<file path="src/rtl/axi_rr_arbiter.sv">
// axi_rr_arbiter
//   N-master to 1-slave AXI4 arbiter. Only one transaction (read or write) is
//   in flight at a time. The granted master's channels are wired through to
//   the slave until the transaction finishes (RLAST beat or B handshake).
//
//   state | meaning
//   ------+--------------------------------------------------------------
//   IDLE  | nothing forwarded; arbitrate among masters with AR/AW pending
//   RD    | granted master's AR/R wired to the slave until the RLAST beat
//   WR    | granted master's AW/W/B wired to the slave until B handshake
//
// Ports
//   clk, rst            clock, asynchronous active-low reset
//   m_ar*/m_r*          per-master read channels (payloads packed, slice i)
//   m_aw*/m_w*/m_b*     per-master write channels (payloads packed, slice i)
//   s_ar*..s_b*         single slave-side AXI4 port
//   grant               one-hot of the master being served, 0 when idle
module axi_rr_arbiter #(
  parameter int NUM_M  = 2,
  parameter int ADDR_W = 32,
  parameter int DATA_W = 32,
  parameter int ID_W   = 4,
  parameter int RR_EN  = 1
) (
  input  logic                           clk,
  input  logic                           rst,
  // master read address
  input  logic [NUM_M-1:0]               m_arvalid,
  output logic [NUM_M-1:0]               m_arready,
  input  logic [NUM_M*ADDR_W-1:0]        m_araddr,
  input  logic [NUM_M*ID_W-1:0]          m_arid,
  input  logic [NUM_M*8-1:0]             m_arlen,
  input  logic [NUM_M*3-1:0]             m_arsize,
  input  logic [NUM_M*2-1:0]             m_arburst,
  // master read data
  output logic [NUM_M-1:0]               m_rvalid,
  input  logic [NUM_M-1:0]               m_rready,
  output logic [DATA_W-1:0]              m_rdata,
  output logic [1:0]                     m_rresp,
  output logic [ID_W-1:0]                m_rid,
  output logic                           m_rlast,
  // master write address
  input  logic [NUM_M-1:0]               m_awvalid,
  output logic [NUM_M-1:0]               m_awready,
  input  logic [NUM_M*ADDR_W-1:0]        m_awaddr,
  input  logic [NUM_M*ID_W-1:0]          m_awid,
  input  logic [NUM_M*8-1:0]             m_awlen,
  input  logic [NUM_M*3-1:0]             m_awsize,
  input  logic [NUM_M*2-1:0]             m_awburst,
  // master write data
  input  logic [NUM_M-1:0]               m_wvalid,
  output logic [NUM_M-1:0]               m_wready,
  input  logic [NUM_M*DATA_W-1:0]        m_wdata,
  input  logic [NUM_M*(DATA_W/8)-1:0]    m_wstrb,
  input  logic [NUM_M-1:0]               m_wlast,
  // master write response
  output logic [NUM_M-1:0]               m_bvalid,
  input  logic [NUM_M-1:0]               m_bready,
  output logic [1:0]                     m_bresp,
  output logic [ID_W-1:0]                m_bid,
  // slave read address
  output logic                           s_arvalid,
  input  logic                           s_arready,
  output logic [ADDR_W-1:0]              s_araddr,
  output logic [ID_W-1:0]                s_arid,
  output logic [7:0]                     s_arlen,
  output logic [2:0]                     s_arsize,
  output logic [1:0]                     s_arburst,
  // slave read data
  input  logic                           s_rvalid,
  output logic                           s_rready,
  input  logic [DATA_W-1:0]              s_rdata,
  input  logic [1:0]                     s_rresp,
  input  logic [ID_W-1:0]                s_rid,
  input  logic                           s_rlast,
  // slave write address
  output logic                           s_awvalid,
  input  logic                           s_awready,
  output logic [ADDR_W-1:0]              s_awaddr,
  output logic [ID_W-1:0]                s_awid,
  output logic [7:0]                     s_awlen,
  output logic [2:0]                     s_awsize,
  output logic [1:0]                     s_awburst,
  // slave write data
  output logic                           s_wvalid,
  input  logic                           s_wready,
  output logic [DATA_W-1:0]              s_wdata,
  output logic [(DATA_W/8)-1:0]          s_wstrb,
  output logic                           s_wlast,
  // slave write response
  input  logic                           s_bvalid,
  output logic                           s_bready,
  input  logic [1:0]                     s_bresp,
  input  logic [ID_W-1:0]                s_bid,
  // debug
  output logic [NUM_M-1:0]               grant
);

  localparam int STRB_W = DATA_W / 8;
  localparam int IDX_W  = (NUM_M > 1) ? $clog2(NUM_M) : 1;

  typedef enum logic [1:0] {
    IDLE = 2'd0,
    RD   = 2'd1,
    WR   = 2'd2
  } state_t;

  state_t             state_q, state_d;
  logic [NUM_M-1:0]   grant_q, grant_d;
  logic [IDX_W-1:0]   ptr_q, ptr_d;
  logic [IDX_W-1:0]   gidx_q, gidx_d;
  // Address/last-data-beat completion flags: once the granted master's AR, AW
  // or final W beat has been accepted, its valid is no longer forwarded, so a
  // master already presenting its next request cannot start a second
  // transaction behind the current one.
  logic               ar_done_q, ar_done_d;
  logic               aw_done_q, aw_done_d;
  logic               w_done_q, w_done_d;

  logic [NUM_M-1:0]   req;
  logic               win_found;
  logic [IDX_W-1:0]   win_idx;
  logic [IDX_W-1:0]   win_next;

  // Per-master payload views of the packed input buses
  logic [ADDR_W-1:0]  araddr_a  [NUM_M];
  logic [ID_W-1:0]    arid_a    [NUM_M];
  logic [7:0]         arlen_a   [NUM_M];
  logic [2:0]         arsize_a  [NUM_M];
  logic [1:0]         arburst_a [NUM_M];
  logic [ADDR_W-1:0]  awaddr_a  [NUM_M];
  logic [ID_W-1:0]    awid_a    [NUM_M];
  logic [7:0]         awlen_a   [NUM_M];
  logic [2:0]         awsize_a  [NUM_M];
  logic [1:0]         awburst_a [NUM_M];
  logic [DATA_W-1:0]  wdata_a   [NUM_M];
  logic [STRB_W-1:0]  wstrb_a   [NUM_M];

  for (genvar g = 0; g < NUM_M; g++) begin : g_unpack
    assign araddr_a[g]  = m_araddr[g*ADDR_W +: ADDR_W];
    assign arid_a[g]    = m_arid[g*ID_W +: ID_W];
    assign arlen_a[g]   = m_arlen[g*8 +: 8];
    assign arsize_a[g]  = m_arsize[g*3 +: 3];
    assign arburst_a[g] = m_arburst[g*2 +: 2];
    assign awaddr_a[g]  = m_awaddr[g*ADDR_W +: ADDR_W];
    assign awid_a[g]    = m_awid[g*ID_W +: ID_W];
    assign awlen_a[g]   = m_awlen[g*8 +: 8];
    assign awsize_a[g]  = m_awsize[g*3 +: 3];
    assign awburst_a[g] = m_awburst[g*2 +: 2];
    assign wdata_a[g]   = m_wdata[g*DATA_W +: DATA_W];
    assign wstrb_a[g]   = m_wstrb[g*STRB_W +: STRB_W];
  end

  assign req   = m_arvalid | m_awvalid;
  assign grant = grant_q;

  // Winner search: scan from ptr (round-robin) or from 0 (fixed priority),
  // wrapping modulo NUM_M; the first requester found wins.
  always_comb begin
    int               cand;
    logic [IDX_W-1:0] cand_idx;
    win_found = 1'b0;
    win_idx   = '0;
    cand      = 0;
    cand_idx  = '0;
    for (int k = 0; k < NUM_M; k++) begin
      cand = (RR_EN != 0) ? (int'(ptr_q) + k) : k;
      if (cand >= NUM_M) begin
        cand = cand - NUM_M;
      end
      cand_idx = IDX_W'(cand);
      if (!win_found && req[cand_idx]) begin
        win_found = 1'b1;
        win_idx   = cand_idx;
      end
    end
  end

  assign win_next = (win_idx == IDX_W'(NUM_M - 1)) ? '0 : win_idx + 1'b1;

  always_ff @(posedge clk or negedge rst) begin
    if (!rst) begin
      state_q   <= IDLE;
      grant_q   <= '0;
      ptr_q     <= '0;
      gidx_q    <= '0;
      ar_done_q <= 1'b0;
      aw_done_q <= 1'b0;
      w_done_q  <= 1'b0;
    end else begin
      state_q   <= state_d;
      grant_q   <= grant_d;
      ptr_q     <= ptr_d;
      gidx_q    <= gidx_d;
      ar_done_q <= ar_done_d;
      aw_done_q <= aw_done_d;
      w_done_q  <= w_done_d;
    end
  end

  always_comb begin
    state_d   = state_q;
    grant_d   = grant_q;
    ptr_d     = ptr_q;
    gidx_d    = gidx_q;
    ar_done_d = ar_done_q;
    aw_done_d = aw_done_q;
    w_done_d  = w_done_q;
    case (state_q)
      IDLE: begin
        if (win_found) begin
          grant_d   = {{(NUM_M-1){1'b0}}, 1'b1} << win_idx;
          gidx_d    = win_idx;
          ptr_d     = win_next;
          ar_done_d = 1'b0;
          aw_done_d = 1'b0;
          w_done_d  = 1'b0;
          // read-first when a master presents both
          state_d   = m_arvalid[win_idx] ? RD : WR;
        end
      end
      RD: begin
        if (s_arvalid && s_arready) begin
          ar_done_d = 1'b1;
        end
        if (s_rvalid && s_rready && s_rlast) begin
          state_d = IDLE;
          grant_d = '0;
        end
      end
      WR: begin
        if (s_awvalid && s_awready) begin
          aw_done_d = 1'b1;
        end
        if (s_wvalid && s_wready && s_wlast) begin
          w_done_d = 1'b1;
        end
        if (s_bvalid && s_bready) begin
          state_d = IDLE;
          grant_d = '0;
        end
      end
      default: begin
        state_d = IDLE;
        grant_d = '0;
      end
    endcase
  end

  // Channel steering uses the registered grant index only. In IDLE (and so
  // throughout reset) every output stays at 0.
  always_comb begin
    m_arready = '0;
    m_rvalid  = '0;
    m_rdata   = '0;
    m_rresp   = '0;
    m_rid     = '0;
    m_rlast   = 1'b0;
    m_awready = '0;
    m_wready  = '0;
    m_bvalid  = '0;
    m_bresp   = '0;
    m_bid     = '0;
    s_arvalid = 1'b0;
    s_araddr  = '0;
    s_arid    = '0;
    s_arlen   = '0;
    s_arsize  = '0;
    s_arburst = '0;
    s_rready  = 1'b0;
    s_awvalid = 1'b0;
    s_awaddr  = '0;
    s_awid    = '0;
    s_awlen   = '0;
    s_awsize  = '0;
    s_awburst = '0;
    s_wvalid  = 1'b0;
    s_wdata   = '0;
    s_wstrb   = '0;
    s_wlast   = 1'b0;
    s_bready  = 1'b0;
    case (state_q)
      RD: begin
        s_arvalid         = m_arvalid[gidx_q] & ~ar_done_q;
        s_araddr          = araddr_a[gidx_q];
        s_arid            = arid_a[gidx_q];
        s_arlen           = arlen_a[gidx_q];
        s_arsize          = arsize_a[gidx_q];
        s_arburst         = arburst_a[gidx_q];
        m_arready[gidx_q] = s_arready & ~ar_done_q;
        s_rready          = m_rready[gidx_q];
        m_rvalid[gidx_q]  = s_rvalid;
        m_rdata           = s_rdata;
        m_rresp           = s_rresp;
        m_rid             = s_rid;
        m_rlast           = s_rlast;
      end
      WR: begin
        s_awvalid         = m_awvalid[gidx_q] & ~aw_done_q;
        s_awaddr          = awaddr_a[gidx_q];
        s_awid            = awid_a[gidx_q];
        s_awlen           = awlen_a[gidx_q];
        s_awsize          = awsize_a[gidx_q];
        s_awburst         = awburst_a[gidx_q];
        m_awready[gidx_q] = s_awready & ~aw_done_q;
        s_wvalid          = m_wvalid[gidx_q] & ~w_done_q;
        s_wdata           = wdata_a[gidx_q];
        s_wstrb           = wstrb_a[gidx_q];
        s_wlast           = m_wlast[gidx_q];
        m_wready[gidx_q]  = s_wready & ~w_done_q;
        s_bready          = m_bready[gidx_q];
        m_bvalid[gidx_q]  = s_bvalid;
        m_bresp           = s_bresp;
        m_bid             = s_bid;
      end
      default: ;
    endcase
  end

endmodule
</file>
<file path="config.mk">
export PLATFORM = sky130hd
export DESIGN_NAME = axi_rr_arbiter
export DESIGN_NICKNAME = d
export VERILOG_FILES = /design/src/rtl/axi_rr_arbiter.sv
export SDC_FILE = /design/constraint.sdc
export NUM_CORES = 1
export LEC_CHECK = 0
export BUFFER_PORTS_ARGS = -buffer_cell sky130_fd_sc_hd__buf_2
export CAP_MARGIN = 10
export CORE_AREA = 2 2 206 208
export DETAILED_ROUTE_END_ITERATION = 12
export DIE_AREA = 0 0 208 210
export SYNTH_ARGS = -nofsm -noshare
export SYNTH_HDL_FRONTEND = slang
export SYNTH_SLANG_ARGS = --single-unit
export TNS_END_PERCENT = 30
</file>
<file path="constraint.sdc">
create_clock -name clk -period 3.9 [get_ports clk]
set_clock_uncertainty 0.1 [all_clocks]
set_input_delay 0.195 -clock clk [delete_from_list [all_inputs] [get_ports clk]]
set_output_delay 0.195 -clock clk [all_outputs]
set_load 0.005 [all_outputs]
</file>
==> flow_metrics.env, run 1 <==
export IMPL_rsz0062_at_grt="no"
export IMPL_1st_pass_router_iterations=6
export IMPL_port_buffers=528
export IMPL_die_area_um2=43700
export IMPL_max_slew_worst_pin_slew_ns=1.01
export IMPL_routabilityCongestion=0.922
export IMPL_worst_skew_pair_late_latency_ns=0.24
export IMPL_grt_antenna_before_repair=10
export IMPL_data_arrival_time_of_the_critical_path_ns=2.15
export IMPL_design_power_total_mw=2.82
export IMPL_post_route_period_util_pct=62.7
export IMPL_cell_internal_power_dissipation_mw=1.40
export IMPL_fin_crit_ns=2.45
export IMPL_y_dimension_of_the_die_um=210
export IMPL_pwr_share_clk_pct=6.5
export IMPL_post_synth_inst_count=416
export IMPL_drive_gt1_share_pct=58.9
export IMPL_hpwl_um=21200
export IMPL_yosysSeqAreaShare_pct=7.56
export IMPL_setup_viol=0
export IMPL_finalHoldViolations=0
export IMPL_fillCellCount=4806
export IMPL_fmax_mhz=409
export IMPL_seq_area_um2=229
export IMPL_postRouteWirelength_um=23700
export IMPL_number_of_buffers_added_by_the_clock_tree_synthesis_step=3
export IMPL_mostFrequentLayoutCells="sky130_fd_sc_hd__buf_2 (528), sky130_fd_sc_hd__nor2_1 (143), sky130_fd_sc_hd__mux2i_1 (140), sky130_fd_sc_hd__and2_1 (45), sky130_fd_sc_hd__dfrtp_1 (8)"
export IMPL_critical_path_sink_type="output pin"
export IMPL_timing_max_slew_rel_slack_pct=32.4
export IMPL_clk_transition_reported_paths_ns=0.04
export IMPL_clock_sinks=9
export IMPL_detail_route_drc_violations=0
export IMPL_comb_power_share_pct=86.4
export IMPL_timing_max_transition_violations_final=0
export IMPL_max_cap_violations=0
export IMPL_final_common_cell="sky130_fd_sc_hd__buf_2"
export IMPL_vdd_ir_drop_max_uv=281
export IMPL_buffer_levels_on_the_longest_clock_path=2
export IMPL_final_antenna_net_count=0
export IMPL_grt_start_max_net_pins=86
export IMPL_hold_path_class="primary input to flip-flop"
export IMPL_leakage_nw=3.69
export IMPL_mappedNetlistArea_um2=2980
export IMPL_cts_tree="yes"
export IMPL_synth_cell_type_count=31
export IMPL_level_count_of_the_clock_h_tree=1
export IMPL_synth_seq_cells=9
export IMPL_startpoint_kind_of_the_worst_setup_timing_path="flip-flop"
export IMPL_power_switching_share_pct=50.5
export IMPL_power_share_sequential_pct=7.1
export IMPL_postSynthNetCount=748
export IMPL_multi_input_area_um2=2480
export IMPL_detail_route_vias_per_cell=3.47
export IMPL_setup_tns_final_ns=0
export IMPL_num_nets_final=1247
export IMPL_critPathKind="flip-flop to output pin"
export IMPL_grt_first_pass_wirelength_um=31400
export IMPL_required_time_of_the_worst_setup_path_ns=3.61
export IMPL_syn_mean_instance_area_um2=7.16
export IMPL_area_delta_synth_final_pct=107
export IMPL_number_of_global_route_vias_before_repair=4842
export IMPL_first_iter_violations=221
export IMPL_grt_overall_usage_pct=9.77
export IMPL_yosysWarnings=0
export IMPL_count_of_non_filler_cells_in_the_finished_layout=1456
export IMPL_place_detailed_instances=1448
export IMPL_routedWlPerCell_um=16.3
export IMPL_placeableCoreArea_um2=41500
export IMPL_initial_utilization_pct=7.18
export IMPL_power_per_cell_area_nw_per_um2=457
export IMPL_placementRows=75
export IMPL_via_count=5046
export IMPL_fp_dieW_um=208
export IMPL_ctsRootBufferMaster="sky130_fd_sc_hd__clkbuf_16"
export IMPL_run_status="finished, final reports clean"
export IMPL_power_net_switching_mw=1.43
export IMPL_i_o_pin_cnt=529
export IMPL_cp_max_fo=85
export IMPL_globalRoute_totalOverflow=0
-- state kept, by name, indices dropped and copies added, names as in the netlist --
register,flops
state_q,2
aw_done_q,1
gidx_q,1
grant,2
ptr_q,1
w_done_q,1
ar_done_q,1
-- cells by family after synthesis --
family | count (synthesis) | synth area share, %
simple gates | 214 | 32.8
mux | 140 | 47.1
buf+inv | 40 | 9.20
compound gates | 13 | 3.40
flops | 9 | 7.56
-- worst paths after layout --
path                       slack [ns]  startpoint          to  cells past startpoint
max                              1.45      gidx_q  s_wstrb[0]                      4
max in group asynchronous        3.23         rst      gidx_q                      2
min reg2reg                      0.39    grant[0]    grant[0]                      1
min                              0.10   s_awready   aw_done_q                      2
max reg2reg                      1.88  state_q[1]   ar_done_q                      4
min in group asynchronous        0.26         rst  state_q[0]                      2
-- critical path, cell delays in order (launching register included) --
cell	delay [ns]
sky130_fd_sc_hd__dfrtp_4	0.55
sky130_fd_sc_hd__buf_12	0.35
sky130_fd_sc_hd__mux2i_1	0.56
sky130_fd_sc_hd__nor2_1	0.08
sky130_fd_sc_hd__buf_2	0.14
-- metal layers --
metal  routed length (um)  GRT usage (%)
met1                 8710           10.8
met2                12100           18.8
met3                 2560           2.82
met4                  312           1.32
met5                   41              0
-- cell usage after synthesis (all sizes together) --
| library cell | count | area, um2 |
|---|---|---|
| a21boi | 1 | 7.51 |
| a21o | 2 | 15.0 |
| or3 | 1 | 6.26 |
| nor2 | 143 | 537 |
| and4b | 1 | 10.0 |
| and2b | 1 | 7.51 |
| nand2 | 6 | 22.5 |
| o22ai | 3 | 18.8 |
| a21oi | 1 | 5.00 |
| nor3 | 5 | 25.0 |
| nor2b | 1 | 6.26 |
| and2 | 45 | 282 |
| and3 | 2 | 12.5 |
| nor4 | 1 | 6.26 |
| mux2i | 140 | 1400 |
| buf | 33 | 248 |
| clkbuf | 5 | 18.8 |
| a22o | 2 | 17.5 |
| o221a | 1 | 11.3 |
| nand3 | 1 | 5.00 |
| inv | 2 | 7.51 |
| o2bb2ai | 1 | 8.76 |
| nand4 | 1 | 6.26 |
| nor3b | 2 | 15.0 |
| o22a | 2 | 17.5 |
| dfrtp | 9 | 225 |
| nand2b | 3 | 26.3 |
| nor4b | 1 | 8.76 |
-- power by group through the flow --
stage	clock network (mW)	logic (mW)	registers (mW)
floorplan	0	1.58	0.153
global placement	0	2.44	0.204
detailed placement	0	2.47	0.206
CTS	0.186	2.48	0.205
global route	0.192	2.67	0.212
finish	0.183	2.44	0.201
-- final cells by class --
type                       instances  share of cell area [%]
antenna                            3                   0.122
timing repair buffer             532                    43.7
sequential                         9                    3.71
multi-input combinational        367                    40.2
inverter                           2                   0.122
tap                              539                    10.9
clock buffer                       4                    1.28
-- timing repair --
action | in CTS | in global routing
resized for setup | 0 | 0
hold buffers | 1 | 0
endpoints found under the hold margin | 9 | 0
buffers inserted | 0 | 0
-- through the flow --
stage	util, %	worst slack, ns	cell area, um2	hold WS (ns)
finish	14.9	1.45	6180	0.103
global route	14.9	1.31	6170	0.133
CTS	14.9	1.38	6170	0.105
detailed placement	14.7	1.63	6080	-0.0332
global placement	14.7	1.65	6080	-0.0388
floorplan	-	2.48	2980	-0.201
(Power assumes the default switching activity.)
==> inputs of run 2 (changes only) <==
--- a/config.mk
+++ b/config.mk
@@ -7,9 +7,9 @@
 export LEC_CHECK = 0
 export BUFFER_PORTS_ARGS = -buffer_cell sky130_fd_sc_hd__buf_2
 export CAP_MARGIN = 10
-export CORE_AREA = 2 2 206 208
+export CORE_AREA = 2 2 207 209
 export DETAILED_ROUTE_END_ITERATION = 12
-export DIE_AREA = 0 0 208 210
+export DIE_AREA = 0 0 209 211
 export SYNTH_ARGS = -nofsm -noshare
 export SYNTH_HDL_FRONTEND = slang
 export SYNTH_SLANG_ARGS = --single-unit
==> constraint.sdc (replaced) <==
create_clock -name clk -period 2.4 [get_ports clk]
set_clock_uncertainty 0.1 [all_clocks]
set_input_delay 0.12 -clock clk [delete_from_list [all_inputs] [get_ports clk]]
set_output_delay 0.12 -clock clk [all_outputs]
set_load 0.005 [all_outputs]
==> run 2 against run 1 <==
  * Combinational power is 76% higher
  * Final cell count is 1.1% higher
  * Hold slack worse by 0.067 ns
  * Non-clock buffer count is 16 higher
  * Sequential share of layout area is 0.099 points lower
  * First-iteration DRC count stayed put
  * Critical path depth is 1 higher
  * Worst setup slack worse by 1.1 ns
==> flow_metrics.env, run 2 (synthesized netlist as in run 1, its figures left out) <==
export IMPL_detail_route_vias_per_cell=3.35
export IMPL_cp_slowest_stage_delay_ns=0.65
export IMPL_met2RoutedLength_um=10800
export IMPL_y_dimension_of_the_die_um=211
export IMPL_rsz0062_at_grt="no"
export IMPL_worst_skew_pair_late_latency_ns=0.23
export IMPL_fmax_mhz=479
export IMPL_clk_transition_reported_paths_ns=0.04
export IMPL_max_slew_worst_pin_slew_ns=0.477
export IMPL_finalInstanceArea_um2=6350
export IMPL_grt_antenna_before_repair=4
export IMPL_1st_pass_router_iterations=4
export IMPL_critPathKind="flip-flop to output pin"
export IMPL_globalRoute_totalOverflow=0
export IMPL_first_iter_violations=221
export IMPL_die_area_um2=44100
export IMPL_critical_path_sink_type="output pin"
export IMPL_fp_dieW_um=209
export IMPL_initial_utilization_pct=7.13
export IMPL_final_antenna_net_count=0
export IMPL_timing_max_transition_violations_final=0
export IMPL_postRouteWirelength_um=23300
export IMPL_routedWlPerCell_um=15.8
export IMPL_ctsRootBufferMaster="sky130_fd_sc_hd__clkbuf_16"
export IMPL_grt_first_pass_wirelength_um=30600
export IMPL_setup_viol=0
export IMPL_setup_tns_final_ns=0
export IMPL_startpoint_kind_of_the_worst_setup_timing_path="flip-flop"
export IMPL_wl_met1_um=9290
export IMPL_path_delay_family="flip-flops"
export IMPL_leakage_nw=3.78
export IMPL_cp_max_fo=23
export IMPL_max_cap_violations=0
export IMPL_data_arrival_time_of_the_critical_path_ns=1.87
export IMPL_dpl_instance_area_um2=6250
export IMPL_i_o_pin_cnt=529
export IMPL_wl_met3_um=2500
export IMPL_run_status="finished, final reports clean"
export IMPL_buffer_levels_on_the_longest_clock_path=2
export IMPL_area_delta_synth_final_pct=113
export IMPL_number_of_global_route_vias_before_repair=4875
export IMPL_routabilityCongestion=0.851
export IMPL_cp_slowest_cell="sky130_fd_sc_hd__dfrtp_4"
export IMPL_hold_path_class="primary input to flip-flop"
export IMPL_post_cts_resized_instances=0
export IMPL_finalHoldWorstSlack_ns=0.0358
export IMPL_level_count_of_the_clock_h_tree=1
export IMPL_port_buffers=528
export IMPL_cts_tree="yes"
export IMPL_fin_crit_ns=2.09
export IMPL_num_nets_final=1263
export IMPL_grt_overall_usage_pct=9.50
export IMPL_postCtsHoldBufs=1
export IMPL_detail_route_drc_violations=0
export IMPL_final_common_cell="sky130_fd_sc_hd__buf_2"
export IMPL_mostFrequentLayoutCells="sky130_fd_sc_hd__buf_2 (528), sky130_fd_sc_hd__nor2_1 (143), sky130_fd_sc_hd__mux2i_1 (140), sky130_fd_sc_hd__and2_1 (45), sky130_fd_sc_hd__buf_4 (13)"
export IMPL_hpwl_um=20800
export IMPL_utilization_pct=15.2
export IMPL_cts_setup_buffers=0
export IMPL_regToRegSetupSlack_ns=0.66
export IMPL_crit_chain="buf_12 -> buf_4 -> mux2i_1 -> nor2_1 -> buf_2"
export IMPL_clock_sinks=9
export IMPL_vdd_ir_drop_max_uv=360
export IMPL_placeableCoreArea_um2=41800
export IMPL_timing_max_slew_rel_slack_pct=67.3
export IMPL_via_count=4924
export IMPL_worst_path_buf_inv=3
export IMPL_grt_start_max_net_pins=57
export IMPL_placementRows=75
export IMPL_finalHoldViolations=0
export IMPL_post_route_period_util_pct=87.0
export IMPL_drive_gt1_share_pct=59.6
export IMPL_required_time_of_the_worst_setup_path_ns=2.18
export IMPL_number_of_buffers_added_by_the_clock_tree_synthesis_step=3
export IMPL_top_layer_used_by_detailed_routing="met5"
export IMPL_power_per_cell_area_nw_per_um2=779
run 2: worst register-to-register path: cells and delay by family (launching register included):
kind                   cells  cell delay, ns
buffers and inverters      2            0.45
AND/OR/NAND/NOR            3            0.40
multiplexers               1            0.09
flip-flops                 1            0.65
run 2: report_power, final:
part / leakage, nW / internal (mW) / switching [mW]
clock: 0.0382 / 0.222 / 0.0720
sequential: 0.112 / 0.215 / 0.148
combinational: 3.63 / 2.04 / 2.25
run 2: through the flow:
| stage | total power [mW] | setup slack [ns] | std cells |
|---|---|---|---|
| 6_report | 4.94 | 0.313 | 1472 |
| 3_5_place_dp | 4.72 | 0.556 | 1464 |
| 4_1_cts | 5.04 | 0.309 | 1469 |
| 2_1_floorplan | 2.82 | 1.06 | 416 |
| 3_3_place_gp | 4.71 | 0.530 | 1464 |
| 5_1_grt | 5.35 | 0.226 | 1472 |
run 2: per-layer routing:
layer | track usage, % | vias to the layer above
li1 | - | 2428
met1 | 10.8 | 2146
met2 | 16.7 | 322
met3 | 3.33 | 26
met4 | 2.93 | 2
met5 | 0 | -
run 2: final timing paths:
kind                                end  cells after the start  startpoint
setup / recovery           s_awaddr[25]                      5      gidx_q
hold / removal                aw_done_q                      2   s_awready
setup reg to reg               w_done_q                      6      gidx_q
hold reg to reg                w_done_q                      2    w_done_q
max in group asynchronous        gidx_q                      2         rst
min in group asynchronous      grant[0]                      2         rst
run 2: final cells by class:
class,count,area [um2]
fill,4890,35400
timing repair buffer,548,2870
inverter,2,7.51
sequential,9,229
tap,539,674
multi-input combinational,367,2480
clock buffer,4,78.8
antenna,3,7.51
==> inputs of run 3 (changes only) <==
--- a/config.mk
+++ b/config.mk
@@ -10,6 +10,7 @@
 export CORE_AREA = 2 2 207 209
 export DETAILED_ROUTE_END_ITERATION = 12
 export DIE_AREA = 0 0 209 211
+export RECOVER_POWER = 50
 export SYNTH_ARGS = -nofsm -noshare
 export SYNTH_HDL_FRONTEND = slang
 export SYNTH_SLANG_ARGS = --single-unit
==> run 3 against run 2 <==
  * Non-clock buffer count is the same
  * Sequential share of layout area is essentially flat
  * Sequential power is essentially flat
  * Wire length shrank 0.21%
  * Critical endpoint is now m_arready[1]
  * Global-route usage is the same
  * Critical path depth shrank 1
  * Worst setup slack lost 0.058 ns
  * Sequential cell count is the same
  * Register-to-register slack lost 0.15 ns
  * First-iteration DRC count grew 19%
  * Fmax shrank 2.7%
  * Highest routed layer unchanged
==> flow_metrics.env, run 3 (synthesized netlist as in run 1, its figures left out) <==
export IMPL_clock_sinks=9
export IMPL_detail_route_drc_violations=0
export IMPL_run_status="finished, final reports clean"
export IMPL_dp_slack_ns=0.556
export IMPL_fp_dieW_um=209
export IMPL_placeableCoreArea_um2=41800
export IMPL_max_slew_worst_pin_slew_ns=0.618
export IMPL_fin_crit_ns=2.14
export IMPL_ff2ff_path_depth=5
export IMPL_i_o_pin_cnt=529
export IMPL_final_setup_worst_slack_ns=0.255
export IMPL_power_per_cell_area_nw_per_um2=773
export IMPL_regToRegSetupSlack_ns=0.51
export IMPL_startpoint_kind_of_the_worst_setup_timing_path="flip-flop"
export IMPL_setup_viol=0
export IMPL_critPathKind="flip-flop to output pin"
export IMPL_data_arrival_time_of_the_critical_path_ns=1.92
export IMPL_required_time_of_the_worst_setup_path_ns=2.18
export IMPL_cp_max_fo=42
export IMPL_min_from="s_awready"
export IMPL_clk_transition_reported_paths_ns=0.04
export IMPL_post_route_period_util_pct=89.4
export IMPL_postRouteWirelength_um=23300
export IMPL_die_area_um2=44100
export IMPL_number_of_buffers_added_by_the_clock_tree_synthesis_step=3
export IMPL_timing_hold_worst_endpoint="aw_done_q"
export IMPL_1st_pass_router_iterations=4
export IMPL_routedWlPerCell_um=15.8
export IMPL_final_common_cell="sky130_fd_sc_hd__buf_2"
export IMPL_critical_path_reg2reg_endpoint="grant[0]"
export IMPL_level_count_of_the_clock_h_tree=1
export IMPL_hold_path_class="primary input to flip-flop"
export IMPL_timing_max_transition_violations_final=0
export IMPL_rsz0062_at_grt="no"
export IMPL_placementRows=75
export IMPL_leakage_nw=3.62
export IMPL_max_cap_violations=0
export IMPL_final_antenna_net_count=0
export IMPL_vdd_ir_drop_max_uv=354
export IMPL_grt_start_max_net_pins=57
export IMPL_grt_antenna_before_repair=4
export IMPL_grt_first_pass_wirelength_um=30600
export IMPL_grt_overall_usage_pct=9.50
export IMPL_timing_rr_start="gidx_q"
export IMPL_first_iter_violations=263
export IMPL_detail_route_vias_per_cell=3.38
export IMPL_timing_max_slew_rel_slack_pct=58.8
export IMPL_hpwl_um=20800
export IMPL_ctsRootBufferMaster="sky130_fd_sc_hd__clkbuf_16"
export IMPL_critical_path_sink_type="output pin"
export IMPL_cts_tree="yes"
export IMPL_fmax_mhz=466
export IMPL_y_dimension_of_the_die_um=211
export IMPL_routabilityCongestion=0.851
export IMPL_mostFrequentLayoutCells="sky130_fd_sc_hd__buf_2 (485), sky130_fd_sc_hd__nor2_1 (143), sky130_fd_sc_hd__mux2i_1 (140), sky130_fd_sc_hd__clkbuf_1 (35), sky130_fd_sc_hd__and2_0 (33)"
export IMPL_buffer_levels_on_the_longest_clock_path=2
export IMPL_worst_skew_pair_late_latency_ns=0.23
export IMPL_port_buffers=528
export IMPL_via_count=4970
export IMPL_design_power_total_mw=4.86
export IMPL_area_delta_synth_final_pct=111
export IMPL_number_of_global_route_vias_before_repair=4875
export IMPL_finalHoldViolations=0
export IMPL_whs_path_depth=2
export IMPL_setup_tns_final_ns=0
export IMPL_initial_utilization_pct=7.13
export IMPL_num_nets_final=1263
export IMPL_globalRoute_totalOverflow=0
export IMPL_post_cts_resized_instances=0
export IMPL_drive_gt1_share_pct=55.7
-- run 3: cell count changes in the layout (fill, tap and decap cells not counted), sizes merged --
cell,previous run,this run
buf,547,501
clkbuf,4,50
-- run 3: worst max path at each step --
stage,end,startpoint,cells after the start
after floorplan,m_arready[0],gidx_q,4
after global placement,s_bready,state_q[0],4
after detailed placement,s_bready,state_q[0],4
after CTS,s_bready,state_q[0],4
after global routing,m_rid[1],state_q[1],4
final,m_arready[1],state_q[1],4
-- run 3: critical path: stages (launching register included) --
cell and delay (ns):
sky130_fd_sc_hd__dfrtp_1 0.46, sky130_fd_sc_hd__and2b_1 0.23, sky130_fd_sc_hd__clkbuf_2 0.50, sky130_fd_sc_hd__and4b_1 0.30, sky130_fd_sc_hd__buf_2 0.20
-- run 3: cell type report --
class	instances	area (um2)
diodes	3	7.51
multi-input cells	367	2480
clock buffers	4	78.8
inverters	2	7.51
repair buffers	548	2820
flip-flops and latches	9	229
fillers	4910	35500
well taps	539	674
-- run 3: through the flow --
step	cells	util, %	hold slack [ns]	area, um2
2_1_floorplan	416	-	-0.276	2980
3_3_place_gp	1464	15.0	-0.118	6250
3_5_place_dp	1464	15.0	-0.119	6250
4_1_cts	1469	15.2	0.0362	6340
5_1_grt	1472	15.1	0.0382	6290
6_report	1472	15.1	0.0381	6290
-- run 3: layer usage --
| layer | wire, um | vias to the layer above | global-route usage (%) |
|---|---|---|---|
| li1 | - | 2430 | - |
| met1 | 9200 | 2179 | 10.8 |
| met2 | 10800 | 331 | 16.7 |
| met3 | 2530 | 28 | 3.33 |
| met4 | 716 | 2 | 2.93 |
| met5 | 11 | - | 0 |
-- run 3: what timing repair did --
item | in CTS | in global routing
hold buffers | 1 | 0
hold endpoints to repair | 9 | 0
endpoints found under the setup margin | 0 | 0
setup buffers | 0 | 0
-- run 3: report_power, final --
part	switching [mW]	internal, mW	total (mW)
logic	2.26	1.95	4.21
clock network	0.0714	0.222	0.293
registers	0.144	0.215	0.360
